$ cat config.mk
export PLATFORM = sky130hd
export DESIGN_NAME = uart_rx_framed_flat
export DESIGN_NICKNAME = d
export VERILOG_FILES = /design/src/rtl/uart_rx_framed_if.sv /design/src/rtl/uart_rx_framed.sv /design/src/flat_wrapper.sv
export SDC_FILE = /design/constraint.sdc
export NUM_CORES = 1
export LEC_CHECK = 0
export CAP_MARGIN = 20
export CORE_ASPECT_RATIO = 2
export CORE_UTILIZATION = 56
export CTS_CLUSTER_SIZE = 20
export DETAILED_ROUTE_END_ITERATION = 10
export PLACE_DENSITY = 0.77
export SYNTH_ARGS = -nofsm -noshare
export SYNTH_HDL_FRONTEND = slang
export SYNTH_SLANG_ARGS = --single-unit
$ cat constraint.sdc
create_clock -name i_Clock -period 5.5 [get_ports i_Clock]
set_input_delay 1.1 -clock i_Clock [delete_from_list [all_inputs] [get_ports i_Clock]]
set_output_delay 1.1 -clock i_Clock [all_outputs]
set_load 0.005 [all_outputs]
$ cat src/rtl/uart_rx_framed_if.sv
`default_nettype none
// =============================================================================
// Module   : uart_rx_framed_if
// Brief    : Received-frame bus of uart_rx_framed: one-cycle strobe plus the
//            data byte and error flags that are held until the next strobe.
// Revision : 1.0
// =============================================================================
interface uart_rx_framed_if #(
    parameter int DATA_BITS = 8
);
    logic                 o_RX_DV;
    logic [DATA_BITS-1:0] o_RX_Byte;
    logic                 o_Parity_Err;
    logic                 o_Frame_Err;
    logic                 o_Break;

    modport master (
        output o_RX_DV,
        output o_RX_Byte,
        output o_Parity_Err,
        output o_Frame_Err,
        output o_Break
    );

    modport slave (
        input o_RX_DV,
        input o_RX_Byte,
        input o_Parity_Err,
        input o_Frame_Err,
        input o_Break
    );
endinterface
`default_nettype wire

$ cat src/rtl/uart_rx_framed.sv
`default_nettype none
// =============================================================================
// Module   : uart_rx_framed
// Brief    : UART receiver, 5..9 data bits, none/odd/even parity, 1 or 2 stop
//            bits, with parity/framing/break flags. Optional build macro
//            UART_RX_MAJORITY_EN selects 2-of-3 majority sampling.
// Revision : 1.0
// =============================================================================
module uart_rx_framed #(
    parameter int CLKS_PER_BIT = 217,
    parameter int DATA_BITS    = 8,
    parameter int PARITY       = 0,
    parameter int STOP_BITS    = 1
) (
    input  logic             i_Clock,
    input  logic             i_Reset,
    input  logic             i_RX_Serial,
    uart_rx_framed_if.master rx_if
);
    localparam int c_CNT_W = $clog2(CLKS_PER_BIT);
    localparam int c_IDX_W = $clog2(DATA_BITS + 1);
    localparam int c_MID   = (CLKS_PER_BIT - 1) / 2;
`ifdef UART_RX_MAJORITY_EN
    localparam int c_MAJ_DLY = 1;
`else
    localparam int c_MAJ_DLY = 0;
`endif
    localparam logic [c_CNT_W-1:0] c_START_PT  = c_CNT_W'(c_MID + c_MAJ_DLY);
    localparam logic [c_CNT_W-1:0] c_BIT_END   = c_CNT_W'(CLKS_PER_BIT - 1);
    localparam logic [c_IDX_W-1:0] c_LAST_DATA = c_IDX_W'(DATA_BITS - 1);
    localparam logic [c_IDX_W-1:0] c_LAST_STOP = c_IDX_W'(STOP_BITS - 1);

    typedef enum logic [2:0] {
        S_IDLE    = 3'd0,
        S_START   = 3'd1,
        S_DATA    = 3'd2,
        S_PARITY  = 3'd3,
        S_STOP    = 3'd4,
        S_CLEANUP = 3'd5
    } state_t;

    state_t               state_q;
    logic                 rx_meta_q;
    logic                 rx_s_q;
    logic [c_CNT_W-1:0]   cnt_q;
    logic [c_IDX_W-1:0]   idx_q;
    logic [DATA_BITS-1:0] shift_q;
    logic                 ones_q;
    logic                 frm_err_q;
    logic                 par_err_q;
    logic                 brk_wait_q;
    logic                 dv_q;
    logic [DATA_BITS-1:0] byte_q;
    logic                 perr_q;
    logic                 ferr_q;
    logic                 brk_q;
    logic                 w_bit;

    always_ff @(posedge i_Clock) begin
        if (i_Reset) begin
            rx_meta_q <= 1'b1;
            rx_s_q    <= 1'b1;
        end else begin
            rx_meta_q <= i_RX_Serial;
            rx_s_q    <= rx_meta_q;
        end
    end

`ifdef UART_RX_MAJORITY_EN
    // Two delayed copies give samples s-1, s, s+1; every decision point is
    // pushed one cycle later through c_MAJ_DLY on the start validation.
    logic rx_h1_q;
    logic rx_h2_q;

    always_ff @(posedge i_Clock) begin
        if (i_Reset) begin
            rx_h1_q <= 1'b1;
            rx_h2_q <= 1'b1;
        end else begin
            rx_h1_q <= rx_s_q;
            rx_h2_q <= rx_h1_q;
        end
    end

    assign w_bit = (rx_s_q & rx_h1_q) | (rx_s_q & rx_h2_q) | (rx_h1_q & rx_h2_q);
`else
    assign w_bit = rx_s_q;
`endif

    always_ff @(posedge i_Clock) begin
        if (i_Reset) begin
            state_q    <= S_IDLE;
            cnt_q      <= '0;
            idx_q      <= '0;
            shift_q    <= '0;
            ones_q     <= 1'b0;
            frm_err_q  <= 1'b0;
            par_err_q  <= 1'b0;
            brk_wait_q <= 1'b0;
            dv_q       <= 1'b0;
            byte_q     <= '0;
            perr_q     <= 1'b0;
            ferr_q     <= 1'b0;
            brk_q      <= 1'b0;
        end else begin
            dv_q <= 1'b0;
            case (state_q)
                S_IDLE: begin
                    cnt_q <= '0;
                    idx_q <= '0;
                    // After a break the line must be seen high before a new start.
                    if (brk_wait_q) begin
                        if (rx_s_q) brk_wait_q <= 1'b0;
                    end else if (!rx_s_q) begin
                        state_q <= S_START;
                    end
                end
                S_START: begin
                    if (cnt_q == c_START_PT) begin
                        cnt_q <= '0;
                        if (!w_bit) begin
                            state_q   <= S_DATA;
                            idx_q     <= '0;
                            ones_q    <= 1'b0;
                            frm_err_q <= 1'b0;
                            par_err_q <= 1'b0;
                        end else begin
                            state_q <= S_IDLE;
                        end
                    end else begin
                        cnt_q <= cnt_q + 1'b1;
                    end
                end
                S_DATA: begin
                    if (cnt_q == c_BIT_END) begin
                        cnt_q   <= '0;
                        shift_q <= {w_bit, shift_q[DATA_BITS-1:1]};
                        ones_q  <= ones_q | w_bit;
                        if (idx_q == c_LAST_DATA) begin
                            idx_q   <= '0;
                            state_q <= (PARITY != 0) ? S_PARITY : S_STOP;
                        end else begin
                            idx_q <= idx_q + 1'b1;
                        end
                    end else begin
                        cnt_q <= cnt_q + 1'b1;
                    end
                end
                S_PARITY: begin
                    if (cnt_q == c_BIT_END) begin
                        cnt_q     <= '0;
                        ones_q    <= ones_q | w_bit;
                        par_err_q <= (PARITY == 1) ? ~(^shift_q ^ w_bit) : (^shift_q ^ w_bit);
                        state_q   <= S_STOP;
                    end else begin
                        cnt_q <= cnt_q + 1'b1;
                    end
                end
                S_STOP: begin
                    if (cnt_q == c_BIT_END) begin
                        cnt_q <= '0;
                        if (idx_q == c_LAST_STOP) begin
                            // Deliver mid-stop-bit so a back-to-back start edge is not missed.
                            idx_q      <= '0;
                            dv_q       <= 1'b1;
                            byte_q     <= shift_q;
                            perr_q     <= (PARITY != 0) && par_err_q;
                            ferr_q     <= frm_err_q | ~w_bit;
                            brk_q      <= ~(ones_q | w_bit);
                            brk_wait_q <= ~(ones_q | w_bit);
                            state_q    <= S_CLEANUP;
                        end else begin
                            idx_q     <= idx_q + 1'b1;
                            frm_err_q <= frm_err_q | ~w_bit;
                            ones_q    <= ones_q | w_bit;
                        end
                    end else begin
                        cnt_q <= cnt_q + 1'b1;
                    end
                end
                S_CLEANUP: begin
                    state_q <= S_IDLE;
                end
                default: begin
                    state_q <= S_IDLE;
                end
            endcase
        end
    end

    assign rx_if.o_RX_DV      = dv_q;
    assign rx_if.o_RX_Byte    = byte_q;
    assign rx_if.o_Parity_Err = perr_q;
    assign rx_if.o_Frame_Err  = ferr_q;
    assign rx_if.o_Break      = brk_q;

endmodule
`default_nettype wire

$ cat src/flat_wrapper.sv
// flat-port wrapper written by rule: the top's interface ports become plain ports
module uart_rx_framed_flat 
#(
    parameter int CLKS_PER_BIT = 217,
    parameter int DATA_BITS    = 8,
    parameter int PARITY       = 0,
    parameter int STOP_BITS    = 1
)
  (i_Clock, i_Reset, i_RX_Serial, rx_if_o_RX_DV, rx_if_o_RX_Byte, rx_if_o_Parity_Err, rx_if_o_Frame_Err, rx_if_o_Break);
  uart_rx_framed_if #(.DATA_BITS(DATA_BITS)) rx_if_i ();
  input  logic i_Clock;
  input  logic i_Reset;
  input  logic i_RX_Serial;
  output wire logic [$bits(rx_if_i.o_RX_DV)-1:0] rx_if_o_RX_DV;
  output wire logic [$bits(rx_if_i.o_RX_Byte)-1:0] rx_if_o_RX_Byte;
  output wire logic [$bits(rx_if_i.o_Parity_Err)-1:0] rx_if_o_Parity_Err;
  output wire logic [$bits(rx_if_i.o_Frame_Err)-1:0] rx_if_o_Frame_Err;
  output wire logic [$bits(rx_if_i.o_Break)-1:0] rx_if_o_Break;
  assign rx_if_o_RX_DV = rx_if_i.o_RX_DV;
  assign rx_if_o_RX_Byte = rx_if_i.o_RX_Byte;
  assign rx_if_o_Parity_Err = rx_if_i.o_Parity_Err;
  assign rx_if_o_Frame_Err = rx_if_i.o_Frame_Err;
  assign rx_if_o_Break = rx_if_i.o_Break;
  uart_rx_framed #(.CLKS_PER_BIT(CLKS_PER_BIT), .DATA_BITS(DATA_BITS), .PARITY(PARITY), .STOP_BITS(STOP_BITS)) u_core (.i_Clock(i_Clock), .i_Reset(i_Reset), .i_RX_Serial(i_RX_Serial), .rx_if(rx_if_i));
endmodule
==> results of run 1 <==
## layout by cell type, fill, tap and decap left out, types with 4 or more instances in the layout
master and instances:
dfxtp_1 39, a21oi_1 24, nor2_1 22, mux2i_1 10, o21ai_0 7, inv_1 5
nor3b_1 7, nand3_1 8, clkbuf_8 5, nand2_1 26, ha_1 4, clkdlybuf4s50_1 13
nor3_1 5
## power by group through the flow
stage	Clock (W)	Combinational [W]	Sequential, W
3_3_place_gp	0	0.0000101	0.000291
6_report	0.000187	0.0000124	0.000285
5_1_grt	0.000203	0.0000134	0.000285
4_1_cts	0.000191	0.0000103	0.000285
3_5_place_dp	0	0.0000104	0.000291
2_1_floorplan	0	0.00000915	0.000290
## sequential cells by signal (all words and copies together), names as in the netlist, 3 cells and up
register / count
u_core.cnt_q: 8
u_core.rx_if.o_RX_Byte: 8
u_core.state_q: 3
u_core.shift_q: 8
u_core.idx_q: 4
## path summary, 6_finish.rpt
kind | slack [ns] | to | depth (start not counted)
worst max-delay path | 2.87 | u_core.rx_if.o_Break | 6
worst min-delay path | 0.42 | u_core.rx_s_q | 1
worst max register to register | 2.87 | u_core.rx_if.o_Break | 6
worst min register to register | 0.42 | u_core.rx_s_q | 1
## stage by stage
stage          instances  utilization  hold slack (ns)  total power [W]
6_report             261        0.656            0.419         0.000484
3_5_place_dp         252        0.621            0.403         0.000302
3_3_place_gp         252        0.621            0.395         0.000301
4_1_cts              260        0.648            0.424         0.000486
2_1_floorplan        221            -            0.389         0.000299
5_1_grt              261        0.656            0.430         0.000501
## cells by family after synthesis
logic type,count (synthesis),share of synthesized area
DFF,39,0.417
adders and majority gates,4,0.0267
xor gates and xnor gates,6,0.0281
and+or+nand+nor,98,0.286
other,1,0.00200
AOI/OAI and AO/OA,45,0.146
buffers and inverters,18,0.0408
muxes,10,0.0534
## layout make-up
class	count	area share
repair buffers	14	0.0741
multi-input cells	164	0.485
clock inverters	2	0.00597
inverters	5	0.00896
well taps	31	0.0185
clock buffers	6	0.0346
flip-flops and latches	39	0.373
## cell usage after synthesis, types with 3 or more instances
master and count:
mux2i_1 10, clkbuf_1 8, xor2_1 3, nand3_1 8, nand2b_1 3, nor3_1 5
nor2_1 22, a21oi_1 24, dfxtp_1 39, nand3b_1 3, ha_1 4, or2_2 3
or3_1 3, xnor2_1 3, nor3b_1 7, inv_1 5, o21ai_0 7, nand2_1 26
buf_2 4
## per-layer routing
| metal | vias up | wire length, µm | global-route usage |
|---|---|---|---|
| met4 | 0 | 160 | 0.162 |
| met2 | 39 | 2330 | 0.450 |
| met3 | 15 | 138 | 0.0498 |
| li1 | 786 | - | - |
| met5 | - | 0 | 0 |
| met1 | 791 | 1540 | 0.252 |
==> reports/results.ini, run 1 <==
[critical_path]
arrival_ns=2.85
worst-path-buf-inv=1
cp-end-kind=flop
crit_required_ns=5.73
worst_path_largest_cell_delay_ns=0.73
path_max_fanout=11
crit_start=u_core.idx_q[0]
reg2reg_from=u_core.idx_q[0]
startpoint_type=flop
worstSetupPathType=flop to flop
cp_top_family=simple AND/OR/NAND/NOR gates
crit_chain=inv_1 -> ha_1 -> nor3b_1 -> nand3_1 -> or3_1 -> a21oi_1
cp_slowest_cell=nor3b_1

[clocking]
clk_latency_ns=0.29
cts-resized-gates=0
cts.sinks=39
ctsRootBufferMaster=clkbuf_8
numCtsBuffers=5
hold_buffers=0
cts_tree=yes
clockBufferDepth=2
htree_levels=2
postCtsSetupBuffers=0
clk_transition_reported_paths_ns=0.08

[placement]
numPortBuffers=13
dp_slack_ns=2.45
postPlaceCellArea_um2=1980
gp_congestion=0.823
dp_hpwl_um=3010

[logic_synthesis]
syn-instance-count=221
yosysTopAreaCell=dfxtp_1
yosysSeqAreaShare=0.417
post_synth_num_cell_types=47
synth_area_leaders=dfxtp_1 (42%), a21oi_1 (6.4%), mux2i_1 (5.3%)
synth_top_cell_area_share=0.417
synth_edf_count=0
synth_nets=228
synth_warnings=0
async_reset_ff_frac=0
synth_flop_cell=dfxtp_1
syn_avg_cell_area_um2=8.48
synthesis.area_um2=1870
ys_ff_latch=39

[power]
p_comb_frac=0.026
p_clk_frac=0.386
seqPwrFrac=0.588
power.switching_w=0.000107
leakagePower_nw=0.697
switching_share=0.221
internal-power_w=0.000377
power_density_nw_per_um2=231
ir_drop_mv=0.221

[layout]
drive_above_1_share=0.0783
fin_nets=236
final_design_area_no_fill_um2=2090
multi_input_area_um2=1020
seqCellArea_um2=781
syn_to_final_growth_pct=11.8
fillCellCount=281
diodes=0

[detailed_routing]
via_count=1631
drc=0
post_drt_wl_per_cell_um=16.0
drtIter0Drc=44
ant_nets=0
viasPerCell=6.25
routed_wl_um=4170
dr.pass1.iters=4

[timing]
fin_skew_ns=0.00747
slew_viol_final=0
fin_ws_ns=2.87
setup-tns-final_ns=0
tightestPinTransition_ns=0.890
setup_violations=0
slew_headroom=0.405
final.min_clock_period_ns=2.63
rsz0062_at_grt=false
max_freq_mhz=381
period_share=0.478
hold_violations=0

[floorplanning]
start_util=0.587
core_area_um2=3190
ios=15
design.die.area_um2=3590
rows=29
fp.dieW_um=42.9
die_h_um=83.8

[worst_hold_path]
hold_class=flop to flop
worstHoldStart=u_core.rx_meta_q

[global_route]
grt_max_degree=36
grt_pass1_wl_um=7040
grt_pass1_vias=1653
antenna_found_initial=0
overflow=0
grtUsageTotal=0.254

[flow_run]
cap_violations=0

[outcome]
outcome=complete, no violations

(Power assumes the default switching activity.)
==> run 2, diff against run 1 <==
CORE_UTILIZATION = 51   (was 56)
PLACE_DENSITY = 0.74   (was 0.77)
clock period = 2.35 ns   (was 5.5 ns; I/O delays follow)
==> reports/results.ini, run 2 (synthesis gave the netlist of run 1 again) <==
[detailed_routing]
dr.pass1.iters=4
routed_wl_um=4200
viasPerCell=5.70
via_count=1613
ant_nets=0
drtIter0Drc=33
post_drt_wl_per_cell_um=14.8
drc=0

[critical_path]
reg2reg_setup_slack_ns=0.17
worstSetupPathType=flop to flop
path_max_fanout=7
crit_start=u_core.idx_q[0]
reg2reg_depth=7
r2r-end=u_core.idx_q[3]
reg2reg_from=u_core.idx_q[0]
arrival_ns=2.40
endpoint=u_core.idx_q[3]
crit_required_ns=2.57
startpoint_type=flop
cp-end-kind=flop

[timing]
slew_viol_final=0
final.min_clock_period_ns=2.18
hold_violations=0
tightestPinTransition_ns=0.726
setup_violations=0
fin_skew_ns=0.0102
rsz0062_at_grt=false
setup-tns-final_ns=0
period_share=0.928
slew_headroom=0.515
fin_ws_ns=0.170
max_freq_mhz=459

[placement]
gp_congestion=0.871
dp_slack_ns=0.220
dp_hpwl_um=3150
postPlaceCellArea_um2=2050
numPortBuffers=13

[floorplanning]
ios=15
core_area_um2=3450
rows=30
start_util=0.542
die_h_um=87.7
design.die.area_um2=3930
fp.dieW_um=44.9

[layout]
final_design_area_no_fill_um2=2150
syn_to_final_growth_pct=14.6
layout_commonest_cell=dfxtp_1
fillCellCount=340
final_util=0.621
diodes=0
fin_nets=241
layout_common_cells=dfxtp_1 (39), nand2_1 (26), a21oi_1 (24), nor2_1 (22), clkdlybuf4s50_1 (13)
drive_above_1_share=0.0979

[global_route]
grtUsageTotal=0.243
use_met2=0.465
grt_max_degree=16
grt_use_met3=0.0536
antenna_found_initial=0
top_usage_layer=met2
grt_use_met1=0.222
overflow=0
grt_pass1_vias=1569
grt_pass1_wl_um=6960

[power]
ir_drop_mv=0.624
p_comb_frac=0.025
seqPwrFrac=0.572
leakagePower_nw=0.722
internal-power_w=0.000915
total_power_w=0.00116
power.switching_w=0.000250
switching_share=0.214
p_clk_frac=0.403
power_density_nw_per_um2=543

[clocking]
clk_transition_reported_paths_ns=0.08
numCtsBuffers=5
cts.sinks=39
clockBufferDepth=2
cts-resized-gates=0
hold_buffers=0
postCtsSetupBuffers=0
clk_latency_ns=0.29
cts_tree=yes
ctsRootBufferMaster=clkbuf_8
htree_levels=2

[worst_hold_path]
hold_class=flop to flop

[flow_run]
cap_violations=0

[outcome]
outcome=complete, no violations

==> run 2: cell types whose count changed in the layout (fill, tap and decap cells not counted) <==
cell / delta
buf_4: +6
clkbuf_16: -1
clkbuf_8: +1
clkinv_2: -1
clkinv_4: +1
clkinvlp_4: -1
==> run 2: per-stage QoR <==
stage	cells	hold slack (ns)
CTS	283	0.423
finish	283	0.420
floorplan	221	0.389
global placement	275	0.402
global route	283	0.442
detailed placement	275	0.401
==> run 2: how the worst min path moves through the flow <==
stage,from,depth (start not counted),end
2_1_floorplan,u_core.rx_meta_q,1,u_core.rx_s_q
3_3_place_gp,u_core.rx_meta_q,1,u_core.rx_s_q
3_5_place_dp,u_core.rx_meta_q,1,u_core.rx_s_q
4_1_cts,u_core.rx_meta_q,1,u_core.rx_s_q
5_1_grt,u_core.rx_meta_q,1,u_core.rx_s_q
6_report,u_core.rx_meta_q,1,u_core.rx_s_q
==> run 2: critical path: stages, from the launching register on <==
cell     delay, ns
dfxtp_1       0.40
inv_1         0.06
ha_1          0.18
nor3b_1       0.20
or3_1         0.38
a21o_1        0.23
or4_1         0.51
a21oi_1       0.16
==> run 2: final cells by class <==
cell class              count  area, µm²  share of cell area
inverters                   5       18.8             0.00875
flip-flops and latches     39        781               0.364
well taps                  48       60.1              0.0280
clock inverters             1       8.76             0.00408
clock buffers               7       86.3              0.0402
multi-input cells         164       1020               0.473
repair buffers             19        175              0.0816
==> run 2: per-layer routing <==
metal / part of all wire / up-vias
li1: - / 796
met5: 0 / -
met2: 0.57 / 38
met3: 0.031 / 16
met1: 0.35 / 763
met4: 0.049 / 0
==> run 2: power by group through the flow <==
stage	clock network (W)	logic, W	registers, W
3_5_place_dp	0	0.0000291	0.000681
2_1_floorplan	0	0.0000214	0.000679
6_report	0.000469	0.0000292	0.000666
4_1_cts	0.000477	0.0000292	0.000666
3_3_place_gp	0	0.0000294	0.000681
5_1_grt	0.000500	0.0000316	0.000666
